[src/rtl/runtime_ctr_bank.sv]
// Multi-channel start/stop cycle counter bank with sticky overflow flags and
// a coherent snapshot (shadow) register set for host readout.
module runtime_ctr_bank #(
  parameter int NUM_CH    = 4,
  parameter int CTR_WIDTH = 32,
  parameter bit SATURATE  = 1'b0,
  parameter bit ACCUM     = 1'b0,
  parameter int SEL_W     = (NUM_CH > 1) ? $clog2(NUM_CH) : 1
) (
  input  logic                          clk,
  input  logic                          rst,
  input  logic [NUM_CH-1:0]             ch_start,
  input  logic [NUM_CH-1:0]             ch_stop,
  input  logic                          clear,
  input  logic                          snap,
  input  logic [SEL_W-1:0]              rd_sel,
  output logic [CTR_WIDTH-1:0]          rd_data,
  output logic [NUM_CH*CTR_WIDTH-1:0]   ctr_val,
  output logic [NUM_CH-1:0]             running,
  output logic [NUM_CH-1:0]             ovf,
  output logic                          snap_valid
);

  localparam logic [0:0] ST_IDLE = 1'b0;
  localparam logic [0:0] ST_RUN  = 1'b1;

  localparam logic [CTR_WIDTH-1:0] CTR_ZERO = {CTR_WIDTH{1'b0}};
  localparam logic [CTR_WIDTH-1:0] CTR_ONES = {CTR_WIDTH{1'b1}};
  localparam logic [CTR_WIDTH-1:0] CTR_ONE  = {{(CTR_WIDTH-1){1'b0}}, 1'b1};

  logic [CTR_WIDTH-1:0] count_r     [NUM_CH];
  logic [CTR_WIDTH-1:0] shadow_r    [NUM_CH];
  logic [0:0]           state_r     [NUM_CH];
  logic [NUM_CH-1:0]    ovf_r;
  logic                 snap_valid_r;

  logic [CTR_WIDTH-1:0] base_s      [NUM_CH];
  logic [CTR_WIDTH-1:0] count_nxt_s [NUM_CH];
  logic [0:0]           state_nxt_s [NUM_CH];
  logic [NUM_CH-1:0]    ovf_nxt_s;

  // An increment past all-ones either wraps or pins, depending on SATURATE.
  function automatic logic [CTR_WIDTH-1:0] bump(input logic [CTR_WIDTH-1:0] v);
    if (&v) begin
      return SATURATE ? CTR_ONES : CTR_ZERO;
    end else begin
      return v + CTR_ONE;
    end
  endfunction

  // Per-channel IDLE/RUN next-state, next-count and overflow logic
  always_comb begin
    ovf_nxt_s = ovf_r;
    for (int i = 0; i < NUM_CH; i++) begin
      base_s[i]      = ACCUM ? count_r[i] : CTR_ZERO;
      count_nxt_s[i] = count_r[i];
      state_nxt_s[i] = state_r[i];
      case (state_r[i])
        ST_IDLE: begin
          if (ch_start[i]) begin
            // A fresh run (ACCUM=0) starts from zero and drops any old overflow.
            count_nxt_s[i] = bump(base_s[i]);
            ovf_nxt_s[i]   = (ACCUM ? ovf_r[i] : 1'b0) | (&base_s[i]);
            state_nxt_s[i] = ch_stop[i] ? ST_IDLE : ST_RUN;
          end else begin
            count_nxt_s[i] = count_r[i];
          end
        end
        ST_RUN: begin
          count_nxt_s[i] = bump(count_r[i]);
          ovf_nxt_s[i]   = ovf_r[i] | (&count_r[i]);
          state_nxt_s[i] = ch_stop[i] ? ST_IDLE : ST_RUN;
        end
        default: begin
          state_nxt_s[i] = ST_IDLE;
        end
      endcase
    end
  end

  // State, count, overflow and snapshot registers; clear outranks all events
  always_ff @(posedge clk or posedge rst) begin
    if (rst) begin
      for (int i = 0; i < NUM_CH; i++) begin
        count_r[i]  <= CTR_ZERO;
        shadow_r[i] <= CTR_ZERO;
        state_r[i]  <= ST_IDLE;
      end
      ovf_r        <= {NUM_CH{1'b0}};
      snap_valid_r <= 1'b0;
    end else if (clear) begin
      for (int i = 0; i < NUM_CH; i++) begin
        count_r[i]  <= CTR_ZERO;
        shadow_r[i] <= CTR_ZERO;
        state_r[i]  <= ST_IDLE;
      end
      ovf_r        <= {NUM_CH{1'b0}};
      snap_valid_r <= 1'b0;
    end else begin
      for (int i = 0; i < NUM_CH; i++) begin
        count_r[i] <= count_nxt_s[i];
        state_r[i] <= state_nxt_s[i];
        if (snap) begin
          shadow_r[i] <= count_r[i];
        end else begin
          shadow_r[i] <= shadow_r[i];
        end
      end
      ovf_r        <= ovf_nxt_s;
      snap_valid_r <= snap_valid_r | snap;
    end
  end

  // Shadow readout; out-of-range selects read as zero
  always_comb begin
    rd_data = CTR_ZERO;
    if (int'(rd_sel) < NUM_CH) begin
      rd_data = shadow_r[rd_sel];
    end else begin
      rd_data = CTR_ZERO;
    end
  end

  // Flatten live counts and per-channel run flags onto the output buses
  always_comb begin
    for (int i = 0; i < NUM_CH; i++) begin
      ctr_val[i*CTR_WIDTH +: CTR_WIDTH] = count_r[i];
      running[i]                        = (state_r[i] == ST_RUN);
    end
  end

  assign ovf        = ovf_r;
  assign snap_valid = snap_valid_r;

endmodule

[config.mk]
export PLATFORM = sky130hd
export DESIGN_NAME = runtime_ctr_bank
export DESIGN_NICKNAME = d
export VERILOG_FILES = /design/src/rtl/runtime_ctr_bank.sv
export SDC_FILE = /design/constraint.sdc
export NUM_CORES = 1
export LEC_CHECK = 0
export BUFFER_PORTS_ARGS = -buffer_cell sky130_fd_sc_hd__buf_2
export CELL_PAD_IN_SITES_DETAIL_PLACEMENT = 0
export CELL_PAD_IN_SITES_GLOBAL_PLACEMENT = 1
export CORE_UTILIZATION = 26
export CTS_BUF_LIST = sky130_fd_sc_hd__clkbuf_8
export CTS_CLUSTER_SIZE = 16
export DETAILED_ROUTE_END_ITERATION = 8
export PLACE_DENSITY = 0.48
export RECOVER_POWER = 100
export SYNTH_ARGS = -nofsm -noshare
export SYNTH_HDL_FRONTEND = slang
export SYNTH_SLANG_ARGS = --single-unit
export TNS_END_PERCENT = 10
[constraint.sdc]
create_clock -name clk -period 16.62 [get_ports clk]
set_input_delay 0 -clock clk [delete_from_list [all_inputs] [get_ports clk]]
set_output_delay 0 -clock clk [all_outputs]
set_load 0.005 [all_outputs]
Yosys cells after proc, flatten, opt, wreduce, memory -nomap -nowiden
Index checks and enable logic that the tools add are counted.
{ "totals": {"regBits": 265, "input_bits": 14, "out_inout_bits": 169, "word_cells": 85} }
{ "classes": {"add_sub_neg": 4, "order_cmp": 1, "n_eq_ne": 4, "mux": 44, "n_bitwise": 10, "n_reduce_logical": 5} }
{ "op_table": {"columns": ["cell", "n"], "rows": [
  ["32-bit two-way mux", 14],
  ["128-bit two-way mux", 2],
  ["32-bit one-hot mux with 2 select lines", 4],
  ["32-bit by 1-bit adder with 32-bit output, second input constant", 4],
  ["32-bit AND reduction", 4],
  ["32-bit binary-select mux with 2-bit select", 1],
  ["1-bit one-hot mux with 2 select lines", 8],
  ["1-bit two-way mux", 13],
  ["3-bit != test, second input constant", 4],
  ["4-bit two-way mux", 2],
  ["1-bit bitwise OR", 5],
  ["1-bit inverter", 4],
  ["3-bit >= comparator, second input constant", 1],
  ["2-bit inverter with 3-bit output", 1],
  ["2-bit nonzero test", 1]
]} }

Longest topological paths before layout
Gate-level depths: netlist of the first run.
{ "logic_depth": {"depth_word": 4, "mapped_depth": 9, "mapped_depth_nobuf": 6} }

Worst setup path before layout of the first run
OpenSTA, ideal clock, no wires.
{ "synth_timing": {"kind": "reg-to-reg", "start": "reg count_r (netlist bit ctr_val[96])", "end": "reg count_r (netlist bit ctr_val[121])", "setup_ns": 0.126, "arrival_ns": 2.193, "required_ns": 16.494, "path_slack_ns": 14.301, "path_stages_with_launch": 9, "n_path_buf": 3, "period_less_slack_ns": 2.319, "path_cell_list": "dfrtp_1 ha_1 nand3_2 or4_4 buf_6 o31a_1 buf_6 buf_6 a221o_1"} }
{ "synth_between": {"elab_chain_cells": 4, "word_cells_on_any_way": 5, "cone_classes": "1 x add/sub; 3 x mux; 1 x reduce/logical"} }
{ "synth_rtl": {"columns": ["item", "line_no", "source"], "rows": [
  ["start: declaration", "31", "logic [CTR_WIDTH-1:0] count_r [NUM_CH];"],
  ["start signal: indexed assignment", "101", "count_r[i] <= count_nxt_s[i];"],
  ["32-bit by 1-bit adder with 32-bit output / 32-bit AND reduction (equally long branches)", "47, 44", null],
  ["32-bit two-way mux *", "44", "if (&v) begin"],
  ["32-bit one-hot mux with 2 select lines *", "58", "case (state_r[i])"],
  ["128-bit two-way mux *", "91", "end else if (clear) begin"]
]} }
Mark *: on every way between the ends. The rest lies on a longest branch, timed or not.
A chain may end at the register's enable or synchronous reset.

Worst setup path after layout of the first run
{ "layout_timing": {"start": "in snap", "end": "reg shadow_r[33] in the netlist's numbering"} }
{ "layout_between": {"elab_chain_cells": 1} }
{ "layout_rtl": {"columns": ["item", "line_no", "source"], "rows": [
  ["start: declaration", "15", "input logic snap,"],
  ["2-bit nonzero test (no line)", null, null],
  ["end signal: indexed assignment", "104", "shadow_r[i] <= count_r[i];"],
  ["end signal: indexed assignment", "106", "shadow_r[i] <= shadow_r[i];"],
  ["end: declaration", "32", "logic [CTR_WIDTH-1:0] shadow_r [NUM_CH];"]
]} }
Every way passes these cells.

==> results.md, run 1 <==
Route:
- Dividing the detail-routed via count by the number of cells gives 4.98.
- The first-pass detailed-route iteration total is 5.
- The starting DRC count in detailed routing is 750.
- Once detail routing completed, the nets flagged for antenna violations numbered 0.
- In the routed design, unresolved DRC markers number 0.
- The routed design has 48.4 mm of wire.
- After detailed routing, the average wire length per cell comes to 22.0 um.
- The total via count after detailed routing is 10.9k.

Pwr:
- The worst supply voltage drop on vdd is 0.0000446 V.
- After layout, the design draws a total of 1.41 mW.
- In this run the power density over the cells is 88.8 nW/um^2.
- The leakage dissipation is 7.13 nW.

Clocking:
- Clock-pin slew was measured on the worst setup and hold paths at 0.06 ns.
- The clock buffer count from CTS is 52.
- The clock tree root driver cell is sky130_fd_sc_hd__clkbuf_8.
- The clock passes through at most 3 buffers.
- For the worst-skew pair, the clock arrives at the later sink with an insertion delay of 0.63 ns.
- The number of gates resized after CTS was 0.
- After clock tree synthesis, the setup repair step added 0 buffers.
- After clock tree synthesis, the flow added hold-fix buffers numbering 17.
- The clock tree synthesis step divided the H-tree into 2 levels.
- TritonCTS built the clock tree.
- The number of sinks on the clock net is 265.

Yosys:
- In the synthesized netlist the async set-or-reset flop fraction comes to 1.00.
- Averaged over all synthesized cells, the footprint is 10.3 um^2.
- The number of standard cells after synthesis is 1290.
- The count of warnings emitted by yosys is 0.
- In the synthesized netlist the dominant register cell turns out to be sky130_fd_sc_hd__dfrtp_1.
- The share of the Yosys chip area taken by registers is 0.499.
- The post-synthesis sequential element count is 265.
- The number of enable flip-flop cells after synthesis is 0.
- The number of distinct library cells after synthesis is 54.
- After synthesis the cells add up to 13300 um^2.
- The synthesized net count is 1308.

Critical path:
- The kind of end point of the critical path is a flip-flop.
- Data arrives at the worst endpoint at 8.59 ns.
- The category of the most critical setup path is primary input to flip-flop.
- The worst setup path is launched from a primary input.
- The largest fanout of any net on the critical path is 82.
- STA puts the critical path data required time at 17.14 ns.

STA:
- The minimum period implied by the final worst setup slack is 8.07 ns.
- Setup repair after global routing left no endpoint under its margin.
- The remaining max-slew budget at the tightest pin is -3.27.
- The actual slew at the worst max-slew pin is 6.40 ns.
- In the final timing run, aggregate negative setup slack is 0 ns.
- Of the available clock period, the critical path in the final layout requires 0.485.
- Setup violations remaining at the end of the flow were counted as 0.
- The number of max-slew violations in the final report is 607.
- The largest clock skew in the final design is 0.0227 ns.
- The number of hold violations in the final report came to 0.
- For this run, the top clock speed supported by timing is 124 MHz.

Floorplanning:
- The starting utilization of the core area is 0.264.
- Measured along the x axis, the die boundary spans 228 um.
- The area inside the core boundary is 50300 um^2.
- The floorplan has 82 rows.
- The die is 228 um tall.
- The die covers 52000 um^2.
- During I/O placement, the number of pins put on the boundary was 183.

Run status:
- The flow ran to the end, but the final reports show violations.
- The final reports fail on capacitance limit, slew limit.

Final layout:
- With fillers left out, the area of the finished cells amounts to 15900 um^2.
- The share of layout cells above drive strength 1 is 0.143.
- The total number of nets in the final design is 1498.
- The relative area change from synthesis to final layout is 19.9%.

Placement:
- Routability-driven placement finished with a final weighted congestion of 0.800.
- The number of port buffers is 182.
- The area of placed instances is 14900 um^2.
- The total half-perimeter wirelength after legalization and detailed placement is 33.5 mm.

Job:
- Max-cap violations in this run came to 12.

Global routing:
- The global-route wire length before repair is 72.7 mm.
- The number of antenna violations at the first check in global routing was 2.
- The global-route total usage across every layer is 0.184.
- The overall overflow remaining after global route is 0.
- The pin count of the biggest net entering global routing is 97.
- The number of global-route vias before repair was 10.9k.

Min path:
- The min-delay analysis places its worst path in the category primary input to flip-flop.
-- synth_stat cells (all sizes together) (2+ instances only) --
cell type,count,area share
and3,24,0.011
nand4b,3,0.0020
or4,5,0.0031
or3b,5,0.0033
buf,27,0.010
a21o,2,0.0011
nand2,63,0.018
xnor2,13,0.0086
a31oi,51,0.024
o21ai,27,0.010
xor2,41,0.027
a21oi,27,0.010
nor2b,4,0.0019
nor2,212,0.060
and2,4,0.0019
nand4,49,0.024
nand3b,8,0.0045
nand2b,13,0.0061
o22ai,4,0.0019
o211ai,6,0.0034
clkbuf,56,0.016
mux2i,134,0.10
a41oi,6,0.0040
dfrtp,265,0.50
and4,8,0.0053
a211oi,3,0.0017
nor4,16,0.0080
a211o,3,0.0020
inv,23,0.0065
o31ai,4,0.0033
or3,19,0.0089
nor3,37,0.014
a22o,3,0.0020
o311ai,4,0.0026
nand3,77,0.029
mux4,32,0.054
o31a,2,0.0013
ha,4,0.0038
-- critical path, stage by stage --
cell and delay (ns):
sky130_fd_sc_hd__dlygate4sd3_1 0.52, sky130_fd_sc_hd__clkbuf_1 4.42, sky130_fd_sc_hd__clkbuf_1 2.72, sky130_fd_sc_hd__mux2i_1 0.56
sky130_fd_sc_hd__nor2_1 0.23
-- sequential cells by signal, summed over array words and instances (netlist names) --
register	cells
shadow_r	128
ctr_val	128
snap_valid	1
running	4
ovf	4
-- cell families (layout without fill, tap and decap cells) --
logic type / Yosys count / after routing / share of synthesized area
XOR/XNOR: 54 / 54 / 0.0356
AO/OA/AOI/OAI: 146 / 146 / 0.0704
adder cells (fa/ha/maj): 4 / 4 / 0.00377
multiplexers: 166 / 166 / 0.155
flip-flops: 265 / 265 / 0.499
AND/OR/NAND/NOR: 549 / 549 / 0.203
other: 0 / 1 / 0
buffers and inverters: 106 / 337 / 0.0327
-- metal layers --
layer | routed length (um) | global-route usage | vias up
li1 | - | - | 5073
met2 | 22300 | 0.289 | 279
met4 | 1030 | 0.0556 | 2
met1 | 22900 | 0.257 | 5499
met3 | 2210 | 0.0338 | 66
met5 | 11 | 0 | -
-- metrics by stage --
stage / hold slack (ns) / util / cells / setup slack [ns]
floorplan: 0.0708 / - / 1290 / 9.32
global placement: 0.157 / 0.296 / 2081 / 13.26
detailed placement: 0.158 / 0.296 / 2081 / 13.13
CTS: 0.0726 / 0.321 / 2193 / 13.13
global route: 0.317 / 0.317 / 2193 / 7.67
finish: 0.279 / 0.317 / 2194 / 8.55
-- placed cells by master, fill, tap and decap left out, types with 4 or more instances in the layout --
| master | synthesis | final |
|---|---|---|
| sky130_fd_sc_hd__nand3b_1 | 8 | 8 |
| sky130_fd_sc_hd__a21oi_1 | 27 | 27 |
| sky130_fd_sc_hd__or4_1 | 4 | 5 |
| sky130_fd_sc_hd__dfrtp_1 | 265 | 265 |
| sky130_fd_sc_hd__clkbuf_8 | 0 | 68 |
| sky130_fd_sc_hd__a41oi_1 | 6 | 6 |
| sky130_fd_sc_hd__nor4_1 | 15 | 13 |
| sky130_fd_sc_hd__o31ai_1 | 3 | 4 |
| sky130_fd_sc_hd__inv_1 | 23 | 43 |
| sky130_fd_sc_hd__o211ai_1 | 6 | 6 |
| sky130_fd_sc_hd__clkbuf_1 | 54 | 103 |
| sky130_fd_sc_hd__nor3_1 | 36 | 35 |
| sky130_fd_sc_hd__and3_1 | 24 | 24 |
| sky130_fd_sc_hd__ha_1 | 4 | 4 |
| sky130_fd_sc_hd__xor2_1 | 41 | 41 |
| sky130_fd_sc_hd__or3b_2 | 5 | 5 |
| sky130_fd_sc_hd__and4_1 | 8 | 8 |
| sky130_fd_sc_hd__nand3_1 | 76 | 77 |
| sky130_fd_sc_hd__o311ai_0 | 4 | 4 |
| sky130_fd_sc_hd__or3_1 | 19 | 19 |
| sky130_fd_sc_hd__mux4_2 | 32 | 32 |
| sky130_fd_sc_hd__a31oi_1 | 51 | 51 |
| sky130_fd_sc_hd__dlygate4sd3_1 | 0 | 17 |
| sky130_fd_sc_hd__nand2_1 | 63 | 63 |
| sky130_fd_sc_hd__o22ai_1 | 4 | 4 |
| sky130_fd_sc_hd__xnor2_1 | 13 | 13 |
| sky130_fd_sc_hd__buf_4 | 0 | 10 |
| sky130_fd_sc_hd__nand4_1 | 48 | 48 |
| sky130_fd_sc_hd__buf_2 | 9 | 88 |
| sky130_fd_sc_hd__mux2i_1 | 134 | 134 |
| sky130_fd_sc_hd__o21ai_0 | 27 | 27 |
| sky130_fd_sc_hd__nor2_1 | 211 | 212 |
| sky130_fd_sc_hd__and2_1 | 4 | 4 |
| sky130_fd_sc_hd__nand2b_1 | 13 | 13 |
-- report_power, final --
part           internal [mW]  switching (mW)  total [mW]  leakage (nW)
combinational         0.0275          0.0514      0.0788          2.81
clock                  0.379           0.303       0.682         0.627
sequential             0.649         0.00557       0.654          3.69
total                   1.06           0.360        1.41          7.13
-- final timing paths --
kind	startpoint	slack, ns	to	depth (start not counted)
max reg2reg	ctr_val[64]	12.64	ctr_val[94]	7
max in group asynchronous	rst	9.12	ctr_val[114]	5
min	ch_start[2]	0.28	ctr_val[64]	4
min in group asynchronous	rst	1.34	ctr_val[70]	3
min reg2reg	snap_valid	0.50	snap_valid	2
max	snap	8.55	shadow_r[33]	5
-- layout make-up --
class | instances | area, um^2
antenna | 1 | 2.50
clock buffer | 68 | 936
clock inverter | 27 | 139
fill | 5281 | 34300
inverter | 23 | 87.6
multi-input combinational | 919 | 6210
sequential | 265 | 6630
tap | 672 | 841
timing repair buffer | 219 | 1080
Note: power is estimated with default switching activity, not from simulation.
==> run 2, diff against run 1 <==
--- a/config.mk
+++ b/config.mk
@@ -12,7 +12,7 @@
 export CTS_BUF_LIST = sky130_fd_sc_hd__clkbuf_8
 export CTS_CLUSTER_SIZE = 16
 export DETAILED_ROUTE_END_ITERATION = 8
-export PLACE_DENSITY = 0.48
+export PLACE_DENSITY = 0.5
 export RECOVER_POWER = 100
 export SYNTH_ARGS = -nofsm -noshare
 export SYNTH_HDL_FRONTEND = slang
==> constraint.sdc (replaced) <==
create_clock -name clk -period 7.4 [get_ports clk]
set_input_delay 0 -clock clk [delete_from_list [all_inputs] [get_ports clk]]
set_output_delay 0 -clock clk [all_outputs]
set_load 0.005 [all_outputs]
==> run 2 against run 1 <==
Effect of this change:
- the flow still finishes with violations (capacitance limit, slew limit)
- clock power up 130%
- critical path depth rose by 1
- wire length down 1.5%
- count of clock-buffer cells in the layout down 2
- die area stayed put
- core utilization increased by 0.10 points
- global-route usage is 0.069 points lower
- first-iteration DRC count grew 5.9%
==> results.md, run 2 (synthesis results as in run 1) <==
Placement:
- The total half-perimeter wirelength after legalization and detailed placement is 32.9 mm (-1.8%).
- The area of placed instances is 14900 um^2 (about the same).
- The global placer's final weighted congestion is 0.806 (+0.70%).
- The number of port buffers was 182 (unchanged).

Final layout:
- The total number of nets in the final design is 1496 (-0.13%).
- The multi-input gate area in the final layout came to 6230 um^2 (+0.28%).
- The library cells used most frequently in the layout, excluding fill and tap cells, are sky130_fd_sc_hd__dfrtp_1, sky130_fd_sc_hd__nor2_1, sky130_fd_sc_hd__mux2i_1.
- The final design utilization is 0.318 (+0.000996).
- The filler cell count came to 5326 (+0.85%).
- The most common cell after layout, fill and taps aside is sky130_fd_sc_hd__dfrtp_1.
- The register area is 6630 um^2 (unchanged).
- The relative area change from synthesis to final layout is 20.3%.
- The post-route cell area is 16000 um^2 (+0.31%).
- The share of layout cells above drive strength 1 is 0.148 (+0.00509).

STA:
- Static timing analysis puts the maximum clock frequency at 207 MHz.
- The number of hold violations in the final report is 0 (unchanged).
- The post-route worst hold slack is 0.252 ns (-0.0267 ns).
- The number of max-slew violations in the final report is 270 (-56%).
- The remaining max-slew budget at the tightest pin is -2.35 (+0.922).
- The number of failing setup endpoints in the final timing report was 0 (unchanged).
- The actual slew at the worst max-slew pin is 4.99 ns (-1.41 ns).
- The clock period could shrink to 4.83 ns.
- The largest clock skew in the final design is 0.0395 ns (+0.0168 ns).
- In the finished design, the share of the clock period the worst path needs comes to 0.652.
- The accumulated negative setup slack was 0 ns (unchanged).
- Setup repair after global routing left no endpoint under its margin.

Clocking:
- The maximum root-to-sink buffer count is 3 (unchanged).
- The number of H-tree levels is 2 (unchanged).
- The number of gates resized after CTS is 0 (unchanged).
- The tree is rooted in a sky130_fd_sc_hd__clkbuf_8.
- The CTS tree is done.
- The number of sinks on the clock net is 265 (unchanged).
- The post-CTS setup buffer count is 0 (unchanged).
- The clock insertion delay at the later pin of the skew report is 0.65 ns (+0.02 ns).
- The clock buffer count from CTS is 52 (unchanged).
- The clock transition at the registers of the reported paths is 0.06 ns (about the same).

Pwr:
- The power per cell area was 200 nW/um^2 (+130%).
- The worst supply voltage drop on vdd came to 0.000111 V (+150%).
- The leakage dissipation is 7.17 nW (+0.56%).
- The post-route total power is 3.20 mW (+130%).

Run status:
- The checks that failed: capacitance limit, slew limit.
- The flow ran to the end, but the final reports show violations.

Route:
- The number of design rule violations left after detail routing came to 0 (unchanged).
- The starting DRC count in detailed routing came to 794 (+5.9%).
- The total via count after detailed routing came to 10.9k (-0.60%).
- The post-detailed-route via-to-cell ratio is 4.96 (-0.42%).
- The first-pass detailed-route iteration total came to 5 (unchanged).
- The average wire per cell in the routed design was 21.8 um (-1.3%).
- The number of routed nets with antenna violations came to 0 (unchanged).
- The total length of routed wires was 47.6 mm (-1.5%).

Floorplanning:
- The starting utilization of the core area is 0.264 (unchanged).
- The floorplan die width was 228 um (unchanged).
- The area inside the core boundary is 50300 um^2 (unchanged).
- The number of ports placed on the die boundary was 183 (unchanged).
- The number of placement rows is 82 (unchanged).
- The height of the die came to 228 um (unchanged).
- The die footprint is 52000 um^2 (unchanged).

Critical path:
- STA classifies the critical path endpoint as a flip-flop.
- The type of origin of the critical path is a primary input.
- The category of the most critical setup path is primary input to flip-flop.
- The worst path arrival time came to 5.33 ns (-3.26 ns).
- The required arrival time at the worst endpoint is 7.90 ns (-9.24 ns).
- The largest fanout of any net on the critical path came to 60 (-27%).

Global routing:
- The global-route total usage across every layer is 0.184 (-0.000693).
- The number of antenna violations at the first check in global routing is 1 (-1).
- The global-route wire length before repair is 73.0 mm (+0.41%).
- The pin count of the biggest net entering global routing is 167 (+72%).
- The number of global-route vias before repair came to 10.9k (+0.018%).
- The overall overflow remaining after global route came to 0 (unchanged).

Min path:
- The tightest min-delay check is of the primary input to flip-flop type.

Job:
- The number of max-cap violations is 5 (-7).
==> run 2: metal layers <==
| metal | global-route usage | share of wire |
|---|---|---|
| met1 | 0.260 | 0.47 |
| met2 | 0.285 | 0.46 |
| met3 | 0.0289 | 0.043 |
| met4 | 0.0591 | 0.027 |
| met5 | 0 | 0 |
==> run 2: repair_timing <==
action | CTS | global route
hold buffers | 18 | 0
endpoints found under the setup margin | 0 | 0
endpoints found under the hold margin | 170 | 0
==> run 2: power breakdown <==
| group | internal, mW | switching [mW] |
|---|---|---|
| registers | 1.46 | 0.0129 |
| clock network | 0.868 | 0.695 |
| logic | 0.0559 | 0.114 |
==> run 2: layout make-up <==
cell class | instances | area share
tap | 672 | 0.0526
sequential | 265 | 0.415
clock inverter | 26 | 0.0106
antenna | 2 | 0.000313
multi-input combinational | 919 | 0.390
timing repair buffer | 217 | 0.0690
inverter | 23 | 0.00548
clock buffer | 66 | 0.0569
==> run 2: stage by stage <==
stage                     instances  worst slack (ns)
after floorplan                1290             0.103
after detailed placement       2078              4.11
final                          2190              2.57
after CTS                      2188              4.10
after global routing           2188              1.90
after global placement         2078              4.21
==> run 2: critical path, stage by stage <==
cell and delay, ns:
sky130_fd_sc_hd__dlygate4sd3_1 0.55, sky130_fd_sc_hd__clkbuf_1 1.23, sky130_fd_sc_hd__clkbuf_1 2.15, sky130_fd_sc_hd__nor3_2 0.52, sky130_fd_sc_hd__clkbuf_1 0.42, sky130_fd_sc_hd__a221o_1 0.41
==> run 2: worst paths after layout <==
kind,to,cells past startpoint,from,slack [ns]
max,ctr_val[121],6,clear,2.57
min,ovf[3],4,ch_start[3],0.25
max reg2reg,ctr_val[110],6,ctr_val[97],3.66
min reg2reg,snap_valid,2,snap_valid,0.50
max in group asynchronous,shadow_r[23],4,rst,3.70
min in group asynchronous,ctr_val[6],3,rst,1.43
==> run 3, diff against run 2 <==
==> constraint.sdc (replaced) <==
create_clock -name clk -period 4.2 [get_ports clk]
set_input_delay 0 -clock clk [delete_from_list [all_inputs] [get_ports clk]]
set_output_delay 0 -clock clk [all_outputs]
set_load 0.005 [all_outputs]
==> run 3 against run 2 <==
Effect of this change:
- the flow still finishes with violations (capacitance limit, slew limit)
- sequential power is 76% higher
- critical path depth is 1 higher
- wire length is 1.3% higher
- via count is 0.75% higher
- hold slack better by 0.049 ns
- clock power is 62% higher
- combinational power is 80% higher
- register-to-register slack worse by 2.7 ns
- core utilization is 0.12 points lower
- first-iteration DRC count is 4.4% higher
- die area stayed put
- setup slack worse by 1.6 ns
- largest power group is now sequential cells
- highest routed layer unchanged
==> results.md, run 3 (synthesis results as in run 1) <==
Clocking:
- The number of sinks on the clock net is 265 (unchanged).
- The post-CTS setup buffer count is 0 (unchanged).
- The maximum root-to-sink buffer count is 3 (unchanged).
- The clock buffer count from CTS is 52 (unchanged).
- TritonCTS built the clock tree.
- The number of H-tree levels was 2 (unchanged).
- The tree is rooted in a sky130_fd_sc_hd__clkbuf_8.
- The clock transition at the registers of the reported paths is 0.06 ns (about the same).
- The clock insertion delay at the later pin of the skew report is 0.64 ns (about the same).

Route:
- The routed length on met3 is 2.49 mm (+20%).
- The uppermost layer routed is met4.
- The routed length on met1 is 22.8 mm (+1.0%).
- The average wire per cell in the routed design is 22.0 um (+1.2%).
- The starting DRC count in detailed routing is 829 (+4.4%).
- The total length of routed wires came to 48.3 mm (+1.3%).
- The first-pass detailed-route iteration total is 5 (unchanged).
- The total via count after detailed routing came to 10.9k (+0.75%).
- The post-detailed-route via-to-cell ratio is 4.99 (+0.70%).
- The number of design rule violations left after detail routing is 0 (unchanged).
- The wire length on met2 is 22.1 mm (+1.5%).
- The number of routed nets with antenna violations is 0 (unchanged).

Placement:
- The number of port buffers was 182 (unchanged).
- The global placer's final weighted congestion is 0.818 (+1.5%).
- The post-placement cell count came to 2084 (+0.29%).
- The total half-perimeter wirelength after legalization and detailed placement is 33.5 mm (+1.8%).

STA:
- Of the available clock period, the critical path in the final layout requires 0.776.
- The number of max-slew violations in the final report is 162 (-40%).
- Setup repair after global routing left no endpoint under its margin.
- The number of failing setup endpoints in the final timing report came to 0 (unchanged).
- The accumulated negative setup slack came to 0 ns (unchanged).
- The remaining max-slew budget at the tightest pin is -0.829 (+1.52).
- The maximum operating frequency is 307 MHz.
- The actual slew at the worst max-slew pin came to 2.74 ns (-2.25 ns).
- The number of hold violations in the final report is 0 (unchanged).
- The minimum period implied by the final worst setup slack is 3.26 ns.
- The largest clock skew in the final design is 0.0303 ns (-0.00914 ns).

Run status:
- The run finished, with violations left.
- The checks that failed: capacitance limit, slew limit.

Global routing:
- The overall overflow remaining after global route is 0 (unchanged).
- The number of antenna violations at the first check in global routing is 4 (+3).
- The number of global-route vias before repair is 10.7k (-1.2%).
- The pin count of the biggest net entering global routing is 96 (-43%).
- The global-route wire length before repair is 73.0 mm (about the same).
- The global-route total usage across every layer is 0.184 (+0.000730).

Job:
- The number of max-cap violations is 4 (-1).

Floorplanning:
- The die footprint is 52000 um^2 (unchanged).
- The floorplan die width is 228 um (unchanged).
- The number of placement rows came to 82 (unchanged).
- The area inside the core boundary came to 50300 um^2 (unchanged).
- The starting utilization of the core area was 0.264 (unchanged).
- The number of ports placed on the die boundary is 183 (unchanged).
- The height of the die was 228 um (unchanged).

Final layout:
- The most common cell after layout, fill and taps aside is sky130_fd_sc_hd__dfrtp_1.
- The relative area change from synthesis to final layout is 19.8%.
- In the layout the commonest cells are sky130_fd_sc_hd__dfrtp_1, sky130_fd_sc_hd__nor2_1, sky130_fd_sc_hd__mux2i_1.
- The register area is 6630 um^2 (unchanged).
- The total number of nets in the final design is 1501 (+0.33%).
- The filler cell count is 5312 (-0.26%).
- The share of layout cells above drive strength 1 is 0.149 (+0.000561).
- The number of standard cells in the final layout excluding fillers was 2191 (+0.046%).
- The multi-input gate area in the final layout came to 6220 um^2 (-0.20%).

Critical path:
- The total buffers and inverters traversed by the critical path is 2 (-2).
- The cell seen most often among critical-path stages is sky130_fd_sc_hd__nand4_1.
- The top cell family by delay on the critical path is compound AO/OA/AOI/OAI gates.
- The worst setup path is launched from a flip-flop.
- The kind of end point of the critical path is a flip-flop.
- The worst path arrival time is 3.76 ns (-1.57 ns).
- The critical path in this run is classified as flip-flop to flip-flop.
- The largest stage delay on the critical path came to 1.11 ns (-1.04 ns).
- Walking the worst path, the cells encountered are nand4_1 -> nor4_1 -> clkbuf_1 -> nand4_1 -> a21oi_1 -> buf_12 -> nor2_1.
- The slowest cell on the critical path is sky130_fd_sc_hd__a21oi_1.
- The required arrival time at the worst endpoint was 4.70 ns (-3.20 ns).
- The largest fanout of any net on the critical path is 18 (-70%).

Pwr:
- The worst supply voltage drop on vdd is 0.000191 V (+72%).
- The leakage dissipation is 7.15 nW (-0.26%).
- The power per cell area was 340 nW/um^2 (+70%).

Min path:
- The path class of the tightest hold or removal check is primary input to flip-flop.
-- run 3: stage by stage --
stage | worst slack (ns) | utilization | hold WS [ns] | power, mW | cell area, um^2
after floorplan | 0.702 | - | 0.0708 | 2.83 | 13300
after CTS | 1.43 | 0.320 | 0.123 | 5.52 | 16100
after global placement | 1.53 | 0.298 | 0.156 | 2.94 | 15000
after detailed placement | 1.49 | 0.298 | 0.160 | 2.94 | 15000
final | 0.943 | 0.317 | 0.302 | 5.41 | 15900
after global routing | 0.600 | 0.317 | 0.292 | 5.63 | 15900
-- run 3: final cells by class --
class                           instances  area share
Clock buffer                           62      0.0536
Multi-Input combinational cell        919       0.391
Inverter                               23     0.00550
Sequential cell                       265       0.417
Tap cell                              672      0.0528
Timing Repair Buffer                  222      0.0733
Antenna cell                            2    0.000314
Clock inverter                         26     0.00707
-- run 3: worst paths after layout --
path	startpoint	end	slack, ns	cells after the start
max in group asynchronous	rst	ctr_val[52]	1.54	4
min in group asynchronous	rst	ctr_val[11]	0.42	3
max reg2reg	ctr_val[19]	ctr_val[31]	0.94	7
min reg2reg	snap_valid	snap_valid	0.49	2
max	ctr_val[19]	ctr_val[31]	0.94	7
min	ch_start[0]	ctr_val[0]	0.30	4
-- run 3: worst register-to-register path, stage by stage (launching register included) --
cell                       delay (ns)
sky130_fd_sc_hd__dfrtp_1         0.50
sky130_fd_sc_hd__nand4_1         0.21
sky130_fd_sc_hd__nor4_1          0.52
sky130_fd_sc_hd__clkbuf_1        0.28
sky130_fd_sc_hd__nand4_1         0.20
sky130_fd_sc_hd__a21oi_1         1.11
sky130_fd_sc_hd__buf_12          0.25
sky130_fd_sc_hd__nor2_1          0.06
-- run 3: power breakdown --
part | internal (mW) | switching, mW | total, mW
clock | 1.32 | 1.19 | 2.52
sequential | 2.57 | 0.0222 | 2.59
combinational | 0.101 | 0.204 | 0.305
-- run 3: timing repair --
action | 4_1_cts | 5_1_grt
endpoints found under the hold margin | 106 | 0
resized for setup | 0 | 0
hold buffers | 17 | 0
setup endpoints to repair | 0 | 0
-- run 3: per-layer routing --
metal	up-vias	GRT usage
met3	68	0.0339
li1	5070	-
met4	0	0.0495
met1	5507	0.262
met5	-	0
met2	289	0.287
